==> src/rtl/snoop_bus_arbiter.sv <==
// ---------------------------------------------------------------------------
// snoop_bus_arbiter
//
// Purpose
//   Round-robin owner of the shared snooping bus between three CPUs and
//   memory. One CPU is granted per transaction. Its address/op go out on the
//   bus while the other two CPUs snoop. The transaction then either completes
//   cache-to-cache (SUPPLY, memory untouched) or as a counted memory access
//   (MEM). A one-cycle done pulse goes back to the owner.
//
// Configuration
//   SNOOP_TIMEOUT_EN (macro): when defined, the snoop window ends once every
//   listener has acknowledged (acks accumulate across cycles). If that does
//   not happen within TIMEOUT_CYC cycles, snoop_err is set (sticky until
//   reset) and the transaction goes to memory. When undefined, the window is
//   a fixed SNOOP_CYC cycles, snoop_ack is ignored and snoop_err is 0.
//
// Ports
//   clock, reset           rising-edge clock, synchronous active-high reset
//   req[2:0]               per-CPU request level, held until done
//   req_op[2:0]            per-CPU op, 0=read 1=write
//   req_addr[14:0]         per-CPU 5-bit address, CPU i at [5i+4:5i]
//   snoop_hit/dirty[2:0]   listener holds the block valid / modified
//   snoop_ack[2:0]         listener finished snooping (timeout mode only)
//   grant[2:0]             one-hot bus owner
//   snoop_listen[2:0]      ~grant while snooping, else 0
//   bus_addr, bus_op       latched owner address / op
//   bus_block[1:0]         block index decoded from the latched address
//   abort_mem_accs         cache-to-cache supply cycle
//   mem_en, mem_we         memory access active / write
//   done[2:0]              one-cycle completion pulse to the owner
//   snoop_err              sticky snoop timeout flag
//   dbg_state[2:0]         FSM state (IDLE=0 SNOOP=1 SUPPLY=2 MEM=3 DONE=4)
//   dbg_hit                accumulated snoop hit for the current transaction
//
// Handshake: a CPU raises req and holds it. The arbiter samples req levels
// only in IDLE. A grant, once given, runs to completion whatever req does
// afterwards. done[owner] is the single-cycle acknowledge, after which the
// CPU may drop or re-assert req.
// ---------------------------------------------------------------------------
module snoop_bus_arbiter #(
    parameter int SNOOP_CYC   = 2,
    parameter int MEM_LAT     = 3,
    parameter int TIMEOUT_CYC = 8
) (
    input  logic        clock,
    input  logic        reset,
    input  logic [2:0]  req,
    input  logic [2:0]  req_op,
    input  logic [14:0] req_addr,
    input  logic [2:0]  snoop_hit,
    input  logic [2:0]  snoop_dirty,
    input  logic [2:0]  snoop_ack,
    output logic [2:0]  grant,
    output logic [2:0]  snoop_listen,
    output logic [4:0]  bus_addr,
    output logic        bus_op,
    output logic [1:0]  bus_block,
    output logic        abort_mem_accs,
    output logic        mem_en,
    output logic        mem_we,
    output logic [2:0]  done,
    output logic        snoop_err,
    output logic [2:0]  dbg_state,
    output logic        dbg_hit
);

    localparam int CW = 8;

    typedef enum logic [2:0] {
        S_IDLE   = 3'd0,
        S_SNOOP  = 3'd1,
        S_SUPPLY = 3'd2,
        S_MEM    = 3'd3,
        S_DONE   = 3'd4
    } state_t;

    state_t         state_q, state_d;
    logic [2:0]     grant_q, grant_d;
    logic [1:0]     rr_q, rr_d;
    logic [4:0]     addr_q, addr_d;
    logic           op_q, op_d;
    logic [1:0]     block_q, block_d;
    logic [CW-1:0]  cnt_q, cnt_d;
    logic           hit_q, hit_d;
    logic           dirty_q, dirty_d;
    logic           err_q, err_d;
`ifdef SNOOP_TIMEOUT_EN
    logic [2:0]     ack_q, ack_d;
    logic [2:0]     ack_now;
`endif

    function automatic logic [1:0] block_of(input logic [4:0] a);
        case (a)
            5'd8, 5'd10:  block_of = 2'd0;
            5'd12:        block_of = 2'd1;
            5'd14, 5'd16: block_of = 2'd2;
            default:      block_of = 2'd3;
        endcase
    endfunction

    // Round-robin pick: scan rr+1, rr+2, rr (mod 3) for the first request.
    logic [1:0] scan0, scan1, scan2;
    logic [1:0] win;
    logic [4:0] win_addr;

    always_comb begin
        case (rr_q)
            2'd0:    begin scan0 = 2'd1; scan1 = 2'd2; scan2 = 2'd0; end
            2'd1:    begin scan0 = 2'd2; scan1 = 2'd0; scan2 = 2'd1; end
            default: begin scan0 = 2'd0; scan1 = 2'd1; scan2 = 2'd2; end
        endcase
        if (req[scan0])      win = scan0;
        else if (req[scan1]) win = scan1;
        else                 win = scan2;
        case (win)
            2'd0:    win_addr = req_addr[4:0];
            2'd1:    win_addr = req_addr[9:5];
            default: win_addr = req_addr[14:10];
        endcase
    end

    // Owner's own snoop bits are masked off; the current cycle is folded in
    // so the exit decision sees the final cycle of the window.
    logic hit_now, dirty_now;
    assign hit_now   = hit_q   | (|(snoop_hit   & ~grant_q));
    assign dirty_now = dirty_q | (|(snoop_dirty & ~grant_q));

    always_comb begin
        state_d = state_q;
        grant_d = grant_q;
        rr_d    = rr_q;
        addr_d  = addr_q;
        op_d    = op_q;
        block_d = block_q;
        cnt_d   = cnt_q;
        hit_d   = hit_q;
        dirty_d = dirty_q;
        err_d   = err_q;
`ifdef SNOOP_TIMEOUT_EN
        ack_d   = ack_q;
        ack_now = (ack_q | snoop_ack) & ~grant_q;
`endif
        case (state_q)
            S_IDLE: begin
                if (|req) begin
                    grant_d = 3'b001 << win;
                    rr_d    = win;
                    addr_d  = win_addr;
                    op_d    = req_op[win];
                    block_d = block_of(win_addr);
                    hit_d   = 1'b0;
                    dirty_d = 1'b0;
`ifdef SNOOP_TIMEOUT_EN
                    ack_d   = 3'b000;
                    cnt_d   = CW'(TIMEOUT_CYC - 1);
`else
                    cnt_d   = CW'(SNOOP_CYC - 1);
`endif
                    state_d = S_SNOOP;
                end
            end
            S_SNOOP: begin
                hit_d   = hit_now;
                dirty_d = dirty_now;
                cnt_d   = cnt_q - CW'(1);
`ifdef SNOOP_TIMEOUT_EN
                ack_d = ack_now;
                if (ack_now == ~grant_q) begin
                    state_d = (!op_q && dirty_now) ? S_SUPPLY : S_MEM;
                    cnt_d   = CW'(MEM_LAT - 1);
                end else if (cnt_q == '0) begin
                    // Timed out: the memory path is always safe.
                    err_d   = 1'b1;
                    state_d = S_MEM;
                    cnt_d   = CW'(MEM_LAT - 1);
                end
`else
                if (cnt_q == '0) begin
                    // Only a dirty read can be served cache-to-cache; a write
                    // always goes to memory (the snoop invalidates copies).
                    state_d = (!op_q && dirty_now) ? S_SUPPLY : S_MEM;
                    cnt_d   = CW'(MEM_LAT - 1);
                end
`endif
            end
            S_SUPPLY: state_d = S_DONE;
            S_MEM: begin
                cnt_d = cnt_q - CW'(1);
                if (cnt_q == '0) state_d = S_DONE;
            end
            S_DONE: begin
                grant_d = 3'b000;
                state_d = S_IDLE;
            end
            default: begin
                grant_d = 3'b000;
                state_d = S_IDLE;
            end
        endcase
    end

    always_ff @(posedge clock) begin
        if (reset) begin
            state_q <= S_IDLE;
            grant_q <= 3'b000;
            rr_q    <= 2'd2;
            addr_q  <= 5'd0;
            op_q    <= 1'b0;
            block_q <= 2'd0;
            cnt_q   <= '0;
            hit_q   <= 1'b0;
            dirty_q <= 1'b0;
            err_q   <= 1'b0;
`ifdef SNOOP_TIMEOUT_EN
            ack_q   <= 3'b000;
`endif
        end else begin
            state_q <= state_d;
            grant_q <= grant_d;
            rr_q    <= rr_d;
            addr_q  <= addr_d;
            op_q    <= op_d;
            block_q <= block_d;
            cnt_q   <= cnt_d;
            hit_q   <= hit_d;
            dirty_q <= dirty_d;
            err_q   <= err_d;
`ifdef SNOOP_TIMEOUT_EN
            ack_q   <= ack_d;
`endif
        end
    end

    assign grant          = grant_q;
    assign snoop_listen   = (state_q == S_SNOOP) ? ~grant_q : 3'b000;
    assign bus_addr       = addr_q;
    assign bus_op         = op_q;
    assign bus_block      = block_q;
    assign abort_mem_accs = (state_q == S_SUPPLY);
    assign mem_en         = (state_q == S_MEM);
    assign mem_we         = (state_q == S_MEM) && op_q;
    assign done           = (state_q == S_DONE) ? grant_q : 3'b000;
    assign snoop_err      = err_q;
    assign dbg_state      = state_q;
    assign dbg_hit        = hit_q;

`ifdef SNOOP_TIMEOUT_EN
    logic unused_cfg;
    assign unused_cfg = (SNOOP_CYC == 0);
`else
    logic unused_cfg;
    assign unused_cfg = (^snoop_ack) ^ (TIMEOUT_CYC == 0);
`endif

endmodule
==> config.mk <==
export PLATFORM = sky130hd
export DESIGN_NAME = snoop_bus_arbiter
export DESIGN_NICKNAME = d
export VERILOG_FILES = /design/src/rtl/snoop_bus_arbiter.sv
export SDC_FILE = /design/constraint.sdc
export NUM_CORES = 1
export LEC_CHECK = 0
export CAP_MARGIN = 20
export CORE_ASPECT_RATIO = 0.9
export CORE_UTILIZATION = 45
export CTS_CLUSTER_SIZE = 24
export DETAILED_ROUTE_END_ITERATION = 8
export PLACE_DENSITY = 0.81
export SKIP_CTS_REPAIR_TIMING = 1
export SLEW_MARGIN = 20
export SYNTH_ARGS = -nofsm -noshare
export SYNTH_HDL_FRONTEND = slang
export SYNTH_SLANG_ARGS = --single-unit
export TNS_END_PERCENT = 5
==> constraint.sdc <==
create_clock -name clock -period 4.3 [get_ports clock]
set_input_delay 0.86 -clock clock [delete_from_list [all_inputs] [get_ports clock]]
set_output_delay 0.86 -clock clock [all_outputs]
set_load 0.005 [all_outputs]
==> flow_summary_export.csv <==
group,metric,value,unit
sta,fin_skew,0.00503,ns
placement,portBuffers,52,
grt,track_usage,0.215,
setup_path,r2r_end,"bus_block[1]",
power,powerDensity,709,nW/um^2
yosys,yosys.area_share.adder,0.0162,
sta,slew_headroom,0.357,
setup_path,critPathArrivalTime,1.83,ns
setup_path,critPathLaunchType,"register",
grt,grt_pass1_wl,6.27,mm
layout,diodes,0,
detailed_routing,dr.pass1.iters,4,
setup_path,rrSetupSlack,2.21,ns
placement,place_hpwl,2.70,mm
yosys,synth_simple_gate_area_share,0.305,
setup_path,ff2ff_path_depth,7,
yosys,synth_cells,194,
layout,drive_gt1_frac,0.0747,
yosys,synth.distinct_cells,55,
setup_path,end_kind,"primary output",
yosys,yosysWarnings,0,
sta,hold_viol_final,0,
yosys,syn_avg_cell_area,7.97,um^2
die,start_util,0.489,
detailed_routing,post-route-drc-count,0,
yosys,synth_nets,228,
placement,dp_slack,1.34,ns
yosys,synth_edf_count,0,
layout,multiInputGateArea,926,um^2
sta,period_share,0.625,
power,p_total,1500,uW
yosys,synthMuxAreaShare,0.0138,
power,p_leak,0.000820,uW
layout,post-route-util,0.670,
min_path,hold_end,"bus_addr[1]",
grt,grt_pass1_vias,1400,
yosys,synth_area,1550,um^2
die,die_height,57.6,um
cts,cts_made_buffers,3,
layout,seqCellArea,520,um^2
detailed_routing,via_count,1533,
layout,syn_to_final_growth,37.1,%
setup_path,r2r-start,"dbg_state[1]",
power,irDropWorstVdd,0.381,mV
grt,antenna_found_initial,0,
die,core,3160,um^2
sta,fmax,372,MHz
sta,finalSetupViolCount,0,
cts,clock_latency,0.27,ns
detailed_routing,post_drt_wl_per_cell,12.8,um
setup_path,path_max_fanout,12,
detailed_routing,ant_nets,0,
setup_path,worst-endpoint-required,3.44,ns
grt,grt_max_degree,27,
setup_path,critical_path_class,"register to primary output",
sta,tns,0,ns
yosys,ys_seq_area_frac,0.337,
sta,rsz0062_at_grt,"no",
cts,cts_tree,"done",
detailed_routing,vias_per_cell,5.42,
yosys,synth_compound_area_frac,0.256,
die,row_count,19,
yosys,synthFlopType,"dfxtp_1",
yosys,ys_seq_elements,26,
placement,gp_congestion,0.902,
sta,fin_crit,2.69,ns
min_path,worstHoldPathCells,2,
status,outcome,"finished clean",
grt,overflow,0,
job,cap_violations,0,
detailed_routing,routed_wl,3.64,mm
min_path,holdCritStartpoint,"bus_addr[1]",
layout,nFillCells,284,
yosys,synth_top_family_by_area,"simple AND/OR/NAND/NOR gates",
sta,worstMarginPinSlew,0.962,ns
sta,drv_slew,0,
sta,setup_ws,1.61,ns
die,fp.dieW,63.8,um
cts,htreeDepth,1,
detailed_routing,drt-initial-drc-count,79,
min_path,hold_path_class,"register to register",
cts,clkTransAtPathRegs,0.09,ns
cts,cts_sinks,26,
cts,root_buffer,"clkbuf_8",
die,num_io_pins,57,
die,die-area,3680,um^2
yosys,async_flop_share,0,
cts,cts_buffer_depth,2,
yosys,synth_xor_area_frac,0.00566,
layout,nets,276,
[final cells by class]
class / count / share of cell area
multi-input combinational: 148 / 0.437
timing repair buffer: 53 / 0.249
sequential: 26 / 0.246
clock buffer: 4 / 0.0260
tap: 42 / 0.0248
inverter: 10 / 0.0177
[cell usage after synthesis (2+ instances only)]
library cell / number / area share
a21oi_1: 11 / 0.036
o21bai_1: 2 / 0.0097
nand3b_1: 2 / 0.0097
nor3_1: 9 / 0.029
inv_1: 10 / 0.024
a211oi_1: 4 / 0.019
clkbuf_1: 6 / 0.015
o21a_1: 2 / 0.0097
nand2b_1: 6 / 0.024
a31oi_1: 3 / 0.012
nand2_1: 14 / 0.034
a222oi_1: 2 / 0.013
and2_4: 2 / 0.011
nor2b_1: 5 / 0.020
nor2_1: 33 / 0.080
and3_1: 5 / 0.020
o22ai_1: 2 / 0.0081
o21ai_0: 4 / 0.013
dfxtp_1: 26 / 0.34
clkbuf_8: 2 / 0.018
a221oi_1: 3 / 0.017
ha_1: 2 / 0.016
a311oi_1: 3 / 0.017
and2_1: 3 / 0.012
a22oi_1: 3 / 0.015
[critical path, stage by stage (launching register included)]
cell	delay [ns]
dfxtp_1	0.56
nor2b_1	0.31
and3_1	0.19
clkdlybuf4s50_1	0.50
[how the worst max path moves through the flow]
stage / startpoint / to / slack [ns]
after floorplan: req[0] / bus_block[0] / 2.07
after global placement: req[0] / bus_block[1] / 1.34
after detailed placement: req[0] / bus_block[1] / 1.34
after CTS: dbg_state[0] / mem_we / 1.62
after global routing: req[0] / bus_block[1] / 1.45
final: dbg_state[0] / mem_we / 1.61
[layout by cell type (no fill, tap or decap), drive strengths merged, types with 3 or more instances in the layout]
cell type      netlist  routed
clkbuf               8       4
a22oi                3       3
clkdlybuf4s50        0      52
a31oi                3       3
a221oi               3       3
and2                 6       6
a21oi               11      11
nand2b               6       6
nand2               14      14
a211oi               5       5
inv                 10      10
nor3                 9       9
dfxtp               26      26
nor2                34      34
o21ai                4       4
a311oi               3       3
nor2b                5       5
and3                 5       5
[flip-flops by register name, summed over array words and instances, names as in the netlist]
name	count
bus_op	1
bus_addr	5
grant	3
dbg_hit	1
rr_q	2
dbg_state	3
bus_block	2
dirty_q	1
cnt_q	8
[through the flow]
step / instance area [um^2] / hold slack [ns] / cells
final: 2120 / 0.502 / 283
after global routing: 2120 / 0.523 / 283
after CTS: 2120 / 0.507 / 283
after detailed placement: 2060 / 0.483 / 279
after global placement: 2060 / 0.485 / 279
after floorplan: 1550 / 0.463 / 194
[per-layer routing]
metal  global-route usage  share of wire  routed length, um  vias up
li1                     -              -                  -      793
met1                0.281           0.50               1840      694
met2                0.366           0.45               1620       44
met3               0.0472          0.044                161        2
met4               0.0487         0.0050                 18        0
met5                    0              0                  0        -
[power by group]
part           switching (uW)  leakage (uW)  internal, uW
clock                    73.8     0.0000288          81.9
combinational             433      0.000577           451
sequential                120      0.000214           343
[kinds of logic (layout without fill, tap and decap cells)]
| family | count (synthesis) | in the layout |
|---|---|---|
| simple gates | 90 | 90 |
| compound gates | 52 | 52 |
| flops | 26 | 26 |
| buf+inv | 20 | 67 |
| fa+ha+maj | 2 | 2 |
| mux | 2 | 2 |
| other cells | 1 | 1 |
| xor+xnor | 1 | 1 |
No activity file was read; power rests on OpenSTA's default activity.
